File: src/rtl/mul_div_unit_pkg.sv
// Shared definitions for the multiply/divide unit: op codes, FSM states and op-class helpers.
package mul_div_unit_pkg;

  localparam logic [2:0] MD_MULT  = 3'd0;
  localparam logic [2:0] MD_MULTU = 3'd1;
  localparam logic [2:0] MD_DIV   = 3'd2;
  localparam logic [2:0] MD_DIVU  = 3'd3;
  localparam logic [2:0] MD_MTHI  = 3'd4;
  localparam logic [2:0] MD_MTLO  = 3'd5;

  typedef enum logic [1:0] {
    ST_IDLE = 2'd0,
    ST_CALC = 2'd1,
    ST_FIX  = 2'd2
  } mdu_state_e;

  // LO after a divide by zero is all ones, whatever the operand width.
  localparam logic DIV_ZERO_LO_FILL = 1'b1;

  function automatic logic is_mul(input logic [2:0] op);
    return (op == MD_MULT) || (op == MD_MULTU);
  endfunction

  function automatic logic is_div(input logic [2:0] op);
    return (op == MD_DIV) || (op == MD_DIVU);
  endfunction

  function automatic logic is_signed_op(input logic [2:0] op);
    return (op == MD_MULT) || (op == MD_DIV);
  endfunction

endpackage

File: src/rtl/mdu_divider.sv
// Restoring divider on unsigned magnitudes: one quotient bit per enabled cycle.
module mdu_divider #(
  parameter int WIDTH = 32
) (
  input  logic             clk,
  input  logic             load,
  input  logic             en,
  input  logic [WIDTH-1:0] dividend,
  input  logic [WIDTH-1:0] divisor,
  output logic [WIDTH-1:0] quot,
  output logic [WIDTH-1:0] rem
);

  logic [WIDTH-1:0] rem_q, rem_d, quot_q, quot_d, dvs_q, dvs_d;
  logic [WIDTH:0]   shifted, trial;

  always_comb begin
    rem_d   = rem_q;
    quot_d  = quot_q;
    dvs_d   = dvs_q;
    shifted = {rem_q, quot_q[WIDTH-1]};
    trial   = shifted - {1'b0, dvs_q};
    if (load) begin
      rem_d  = '0;
      quot_d = dividend;
      dvs_d  = divisor;
    end else if (en) begin
      // Partial remainder stays below the divisor, so trial[WIDTH] is a clean borrow.
      if (!trial[WIDTH]) begin
        rem_d  = trial[WIDTH-1:0];
        quot_d = {quot_q[WIDTH-2:0], 1'b1};
      end else begin
        rem_d  = shifted[WIDTH-1:0];
        quot_d = {quot_q[WIDTH-2:0], 1'b0};
      end
    end
  end

  always_ff @(posedge clk) begin
    rem_q  <= rem_d;
    quot_q <= quot_d;
    dvs_q  <= dvs_d;
  end

  assign quot = quot_q;
  assign rem  = rem_q;

endmodule

File: src/rtl/mul_div_unit.sv
// Iterative MIPS multiply/divide unit holding HI/LO.
// Optional MDU_FAST_MUL_EN: mult/multu use a single-cycle array multiply.
module mul_div_unit
  import mul_div_unit_pkg::*;
#(
  parameter int WIDTH = 32,
  parameter int CNT_W = 6
) (
  input  logic             Clk,
  input  logic             Rst_N,
  input  logic             Start,
  input  logic [2:0]       MD_Op,
  input  logic [WIDTH-1:0] In_1,
  input  logic [WIDTH-1:0] In_2,
  output logic             Busy,
  output logic             Done,
  output logic             Div_Zero,
  output logic [WIDTH-1:0] HI,
  output logic [WIDTH-1:0] LO
);

  mdu_state_e         state_q, state_d;
  logic [CNT_W-1:0]   cnt_q, cnt_d;
  logic               done_q, done_d, div_zero_q, div_zero_d;
  logic [WIDTH-1:0]   hi_q, hi_d, lo_q, lo_d;

  logic [2:0]         op_q, op_d;
  logic [WIDTH-1:0]   a_q, a_d, mcand_q, mcand_d;
  logic [2*WIDTH-1:0] mul_q, mul_d, prod_fix;
  logic               neg_q, neg_d, rem_neg_q, rem_neg_d, b_zero_q, b_zero_d;

  logic               accept, div_load, div_en;
  logic [WIDTH-1:0]   mag_a, mag_b, quot, rem, res_hi, res_lo;
  logic [WIDTH:0]     step_sum;

  function automatic logic [WIDTH-1:0] magnitude(input logic [WIDTH-1:0] x, input logic sgn);
    return (sgn && x[WIDTH-1]) ? -x : x;
  endfunction

  assign accept = Start && (state_q == ST_IDLE);
  assign mag_a  = magnitude(In_1, is_signed_op(MD_Op));
  assign mag_b  = magnitude(In_2, is_signed_op(MD_Op));

  mdu_divider #(.WIDTH(WIDTH)) u_divider (
    .clk      (Clk),
    .load     (div_load),
    .en       (div_en),
    .dividend (mag_a),
    .divisor  (mag_b),
    .quot     (quot),
    .rem      (rem)
  );

  // Operand capture and shift-add multiply: {acc, multiplier} shifts right each step.
  always_comb begin
    op_d      = op_q;
    a_d       = a_q;
    mcand_d   = mcand_q;
    mul_d     = mul_q;
    neg_d     = neg_q;
    rem_neg_d = rem_neg_q;
    b_zero_d  = b_zero_q;
    step_sum  = {1'b0, mul_q[2*WIDTH-1:WIDTH]} + (mul_q[0] ? {1'b0, mcand_q} : '0);
    if (accept) begin
      op_d      = MD_Op;
      a_d       = In_1;
      mcand_d   = mag_a;
      neg_d     = is_signed_op(MD_Op) && (In_1[WIDTH-1] ^ In_2[WIDTH-1]);
      rem_neg_d = (MD_Op == MD_DIV) && In_1[WIDTH-1];
      b_zero_d  = (In_2 == '0);
`ifdef MDU_FAST_MUL_EN
      mul_d     = {{WIDTH{1'b0}}, mag_a} * {{WIDTH{1'b0}}, mag_b};
`else
      mul_d     = {{WIDTH{1'b0}}, mag_b};
`endif
    end else if ((state_q == ST_CALC) && is_mul(op_q)) begin
      mul_d = {step_sum, mul_q[WIDTH-1:1]};
    end
  end

  // Sign correction of the magnitude results, applied in the FIX cycle.
  always_comb begin
    prod_fix = neg_q ? -mul_q : mul_q;
    res_hi   = prod_fix[2*WIDTH-1:WIDTH];
    res_lo   = prod_fix[WIDTH-1:0];
    if (!is_mul(op_q)) begin
      if (b_zero_q) begin
        res_hi = a_q;
        res_lo = {WIDTH{DIV_ZERO_LO_FILL}};
      end else begin
        res_lo = neg_q ? -quot : quot;
        res_hi = rem_neg_q ? -rem : rem;
      end
    end
  end

  always_comb begin
    state_d    = state_q;
    cnt_d      = cnt_q;
    done_d     = 1'b0;
    div_zero_d = div_zero_q;
    hi_d       = hi_q;
    lo_d       = lo_q;
    div_load   = 1'b0;
    div_en     = 1'b0;
    case (state_q)
      ST_IDLE: begin
        if (Start) begin
          div_zero_d = 1'b0;
          if (is_mul(MD_Op)) begin
`ifdef MDU_FAST_MUL_EN
            state_d = ST_FIX;
`else
            state_d = ST_CALC;
            cnt_d   = CNT_W'(WIDTH - 1);
`endif
          end else if (is_div(MD_Op)) begin
            state_d  = ST_CALC;
            cnt_d    = CNT_W'(WIDTH - 1);
            div_load = 1'b1;
          end else begin
            done_d = 1'b1;
            if (MD_Op == MD_MTHI) hi_d = In_1;
            if (MD_Op == MD_MTLO) lo_d = In_1;
          end
        end
      end
      ST_CALC: begin
        div_en = is_div(op_q);
        if (cnt_q == '0) state_d = ST_FIX;
        else             cnt_d   = cnt_q - 1'b1;
      end
      ST_FIX: begin
        state_d = ST_IDLE;
        done_d  = 1'b1;
        hi_d    = res_hi;
        lo_d    = res_lo;
        if (is_div(op_q)) div_zero_d = b_zero_q;
      end
      default: state_d = ST_IDLE;
    endcase
  end

  always_ff @(posedge Clk or negedge Rst_N) begin
    if (!Rst_N) begin
      state_q    <= ST_IDLE;
      cnt_q      <= '0;
      done_q     <= 1'b0;
      div_zero_q <= 1'b0;
      hi_q       <= '0;
      lo_q       <= '0;
    end else begin
      state_q    <= state_d;
      cnt_q      <= cnt_d;
      done_q     <= done_d;
      div_zero_q <= div_zero_d;
      hi_q       <= hi_d;
      lo_q       <= lo_d;
    end
  end

  always_ff @(posedge Clk) begin
    op_q      <= op_d;
    a_q       <= a_d;
    mcand_q   <= mcand_d;
    mul_q     <= mul_d;
    neg_q     <= neg_d;
    rem_neg_q <= rem_neg_d;
    b_zero_q  <= b_zero_d;
  end

  assign Busy     = (state_q != ST_IDLE);
  assign Done     = done_q;
  assign Div_Zero = div_zero_q;
  assign HI       = hi_q;
  assign LO       = lo_q;

endmodule

File: config.mk
export PLATFORM = sky130hd
export DESIGN_NAME = mul_div_unit
export DESIGN_NICKNAME = d
export VERILOG_FILES = /design/src/rtl/mul_div_unit_pkg.sv /design/src/rtl/mdu_divider.sv /design/src/rtl/mul_div_unit.sv
export SDC_FILE = /design/constraint.sdc
export NUM_CORES = 1
export LEC_CHECK = 0
export ABC_AREA = 1
export BUFFER_PORTS_ARGS = -buffer_cell sky130_fd_sc_hd__buf_2
export CAP_MARGIN = 20
export CORE_UTILIZATION = 45
export CTS_BUF_LIST = sky130_fd_sc_hd__clkbuf_8 sky130_fd_sc_hd__clkbuf_16
export DETAILED_ROUTE_END_ITERATION = 16
export PLACE_DENSITY = 0.64
export SETUP_SLACK_MARGIN = 0.15
export SYNTH_ARGS = -nofsm -noshare
export SYNTH_HDL_FRONTEND = slang
export SYNTH_HIERARCHICAL = 1
export SYNTH_SLANG_ARGS = --single-unit
File: constraint.sdc
create_clock -name Clk -period 4.9 [get_ports Clk]
set_clock_uncertainty 0.1 [all_clocks]
set_input_delay 0.735 -clock Clk [delete_from_list [all_inputs] [get_ports Clk]]
set_output_delay 0.735 -clock Clk [all_outputs]
set_load 0.005 [all_outputs]
==> out/qor.txt <==
pwr dens -> 485 nW/um^2
setup repair after global routing missed its margin -> no
sequential fraction of the synthesis area -> 34.4%
IO buf count -> 136
#FFs+latches synth -> 302
combinational fraction of design power -> 44.4%
wire length of the first global-routing pass -> 134000 um
I/O Pins -> 137
worst endpoint required time -> 5.08 ns
cell count after synthesis -> 3613
total routing usage reported by global routing -> 33.3%
share of total power in the clock network -> 22.6%
nets in the synthesized netlist -> 3756
relative contribution of sequential cells to total power -> 33.1%
most used flip-flop cell after synthesis -> edfxtp_1
first-pass iteration count of the detailed router -> 7
Worst setup SP type -> flop
Max VDD drop -> 0.294 mV
maximum clock frequency -> 313 MHz
Cell Area, Synth -> 23500 um^2
Avg Vias per Cell -> 5.46
DRT Wirelength -> 88700 um
worst slew pin tran -> 1.04 ns
post-detailed-route DRC marker count -> 0
shortest period the worst path allows -> 3.20 ns
number of fillers in the final layout -> 5377
switching pwr -> 0.00567 W
sum of net half-perimeters after detailed placement -> 70200 um
endpoint kind of the worst setup timing path -> flop
status -> complete, no violations
share of async-settable or async-resettable flops after synthesis -> 24.5%
Hold WC Path Type -> input port to flop
library cells used by synthesis -> 56
data arrival at the endpoint of the critical path -> 3.38 ns
number of slew-limit violations in the final report -> 0
Synth Area per Inst -> 6.49 um^2
max_slew headroom -> 30.3%
static leakage -> 12.6 nW
Die X -> 230 um
largest driver fanout on the critical path -> 33
clock tree root driver cell -> clkbuf_16
area grow syn2layout -> 10.8%
number of synthesized flops with an enable pin -> 164
final core utilization -> 50.5%
leftover overflow at the end of global routing -> 0
Die Y-Extent -> 230 um
post-CTS sizing -> 0
TritonCTS clock tree -> built
aggregate negative setup slack -> 0 ns
CTS buffer count -> 36
clock network latency to the later pin of the worst-skew pair -> 0.56 ns
Nets -> 3856
register clock-pin slew on the reported worst setup and hold paths -> 0.06 ns
via count of the first global-routing pass -> 22.2k
Initial Util -> 45.6%
# clock sinks -> 302
pin count of the biggest net entering global routing -> 134
Die Outline Area -> 53000 um^2
number of synthesis warnings -> 6
average wire per cell in the routed design -> 20.0 um
core area -> 51400 um^2
critical path class -> flop to flop
period utilisation layout -> 65.3%
max-capacitance violation count -> 0
global placement routability congestion -> 1.02
final setup fails -> 0
number of vias in the routed layout -> 24.2k
most common library cell in the layout ignoring fill and taps -> nand2_1
total power after layout -> 0.0126 W
# rows -> 83
maximum clock path buffer count -> 3
CTS H-Tree Depth -> 2
Final Hold Vio Count -> 0
commonest cells after routing, fill and taps aside -> nand2_1, inv_1, nor2_1, nand3_1, a21oi_1
Int Power -> 0.00692 W
layout cell share with drive strength beyond 1 -> 8.39%
violation count after the first detailed-route iteration -> 2807
switching part of the total -> 45.0%
initial antenna violation count -> 0
antenna-violating nets left -> 0
-- final timing paths --
path / cells after the start / endpoint / start / slack [ns]
min reg2reg: 2 / LO[15]$_DFFE_PN0P_ / LO[15]$_DFFE_PN0P_ / 0.38
max: 15 / u_divider/quot[0]$_DFFE_PP_ / u_divider/quot[31]$_DFFE_PP_ / 1.70
max in group asynchronous: 3 / LO[5]$_DFFE_PN0P_ / Rst_N / 3.17
min: 1 / a_q[0]$_DFFE_PP_ / In_1[0] / 0.31
min in group asynchronous: 2 / HI[24]$_DFFE_PN0P_ / Rst_N / 0.57
max reg2reg: 15 / u_divider/quot[0]$_DFFE_PP_ / u_divider/quot[31]$_DFFE_PP_ / 1.70
-- synthesized netlist by cell type (all sizes together) (2+ instances only) --
master	count	area share, %
nand3	275	6.2
ha	71	3.8
nor3	43	1.0
o21a	6	0.19
dfrtp	74	7.9
dfxtp	64	5.5
o211ai	4	0.13
edfxtp	164	21
xor2	85	3.2
a21o	10	0.32
nand2	1205	19
nand3b	11	0.35
nor4	9	0.24
and3	3	0.080
buf	46	1.1
and2	10	0.27
inv	501	8.0
o221ai	5	0.19
o22ai	10	0.27
or2	9	0.24
a31oi	6	0.16
o21bai	2	0.064
xnor2	25	0.93
a22oi	2	0.064
o21ai	214	4.9
fa	2	0.17
clkbuf	55	0.92
nand4	46	1.2
nor2	470	8.1
o31ai	3	0.096
a21oi	178	3.8
-- final cells by class --
class / count / area, um^2 / share of cell area (%)
diodes: 1 / 2.50 / 0.00963
clock inverters: 27 / 256 / 0.987
multi-input cells: 2708 / 13100 / 50.3
flip-flops and latches: 302 / 8060 / 31.0
repair buffers: 163 / 901 / 3.47
well taps: 680 / 851 / 3.27
inverters: 502 / 1890 / 7.27
clock buffers: 39 / 965 / 3.71
-- routing by layer --
| layer | track usage (%) | wire length, um | share of wire [%] |
|---|---|---|---|
| met5 | 0 | 0 | 0 |
| met4 | 12.7 | 3490 | 3.9 |
| met3 | 5.80 | 8610 | 9.7 |
| met2 | 49.8 | 37400 | 42 |
| met1 | 47.7 | 39200 | 44 |
-- what timing repair did --
| item | in CTS | in global routing |
|---|---|---|
| endpoints found under the hold margin | 2 | 0 |
| hold buffers | 1 | 0 |
| buffers inserted | 0 | 0 |
-- sequential cells by signal, indices dropped and copies added (netlist names), 2 cells and up --
name and count:
u_divider/quot 32, HI 32, LO 32, a_q 32
op_q 2, u_divider/dvs_q 32, u_divider/rem 32, cnt_q 6
mul_q 64, mcand_q 31, state_q 2
-- per-stage QoR --
step,setup slack [ns],instances,area (um^2),hold WS (ns)
final,1.70,4422,26000,0.307
after global routing,1.46,4421,26000,0.296
after CTS,1.76,4421,26000,0.285
after detailed placement,1.67,4354,24700,0.373
after global placement,1.71,4354,24700,0.372
after floorplan,0.633,3613,23500,0.339
-- cells by family after synthesis --
group / after synthesis / synth area share (%)
XOR/XNOR: 110 / 4.14
flip-flops: 302 / 34.4
AND/OR/NAND/NOR: 2083 / 37.2
adder cells (fa/ha/maj): 73 / 3.96
buffers and inverters: 603 / 10.1
AO/OA/AOI/OAI: 442 / 10.3
-- worst max-delay path, cell delays in order, from the launching register on --
cell and delay [ns]:
edfxtp_1 0.39, inv_1 0.12, ha_1 0.24, fa_1 0.42, inv_1 0.10, nand2_1 0.06
nand2_1 0.10, nand3_1 0.08, nand2_1 0.17, nand2_1 0.08, nand2_1 0.10, nand2_1 0.11
nand2_2 0.09, nand2_1 0.06, nand2_2 0.52, o21ai_0 0.17
-- power groups by stage --
stage               Combinational [W]  Clock [W]  Sequential, W
global placement              0.00543          0        0.00417
CTS                           0.00547    0.00285        0.00413
detailed placement            0.00542          0        0.00417
finish                        0.00558    0.00284        0.00416
floorplan                     0.00361          0        0.00397
global route                  0.00618    0.00295        0.00423
(Power assumes the default switching activity.)
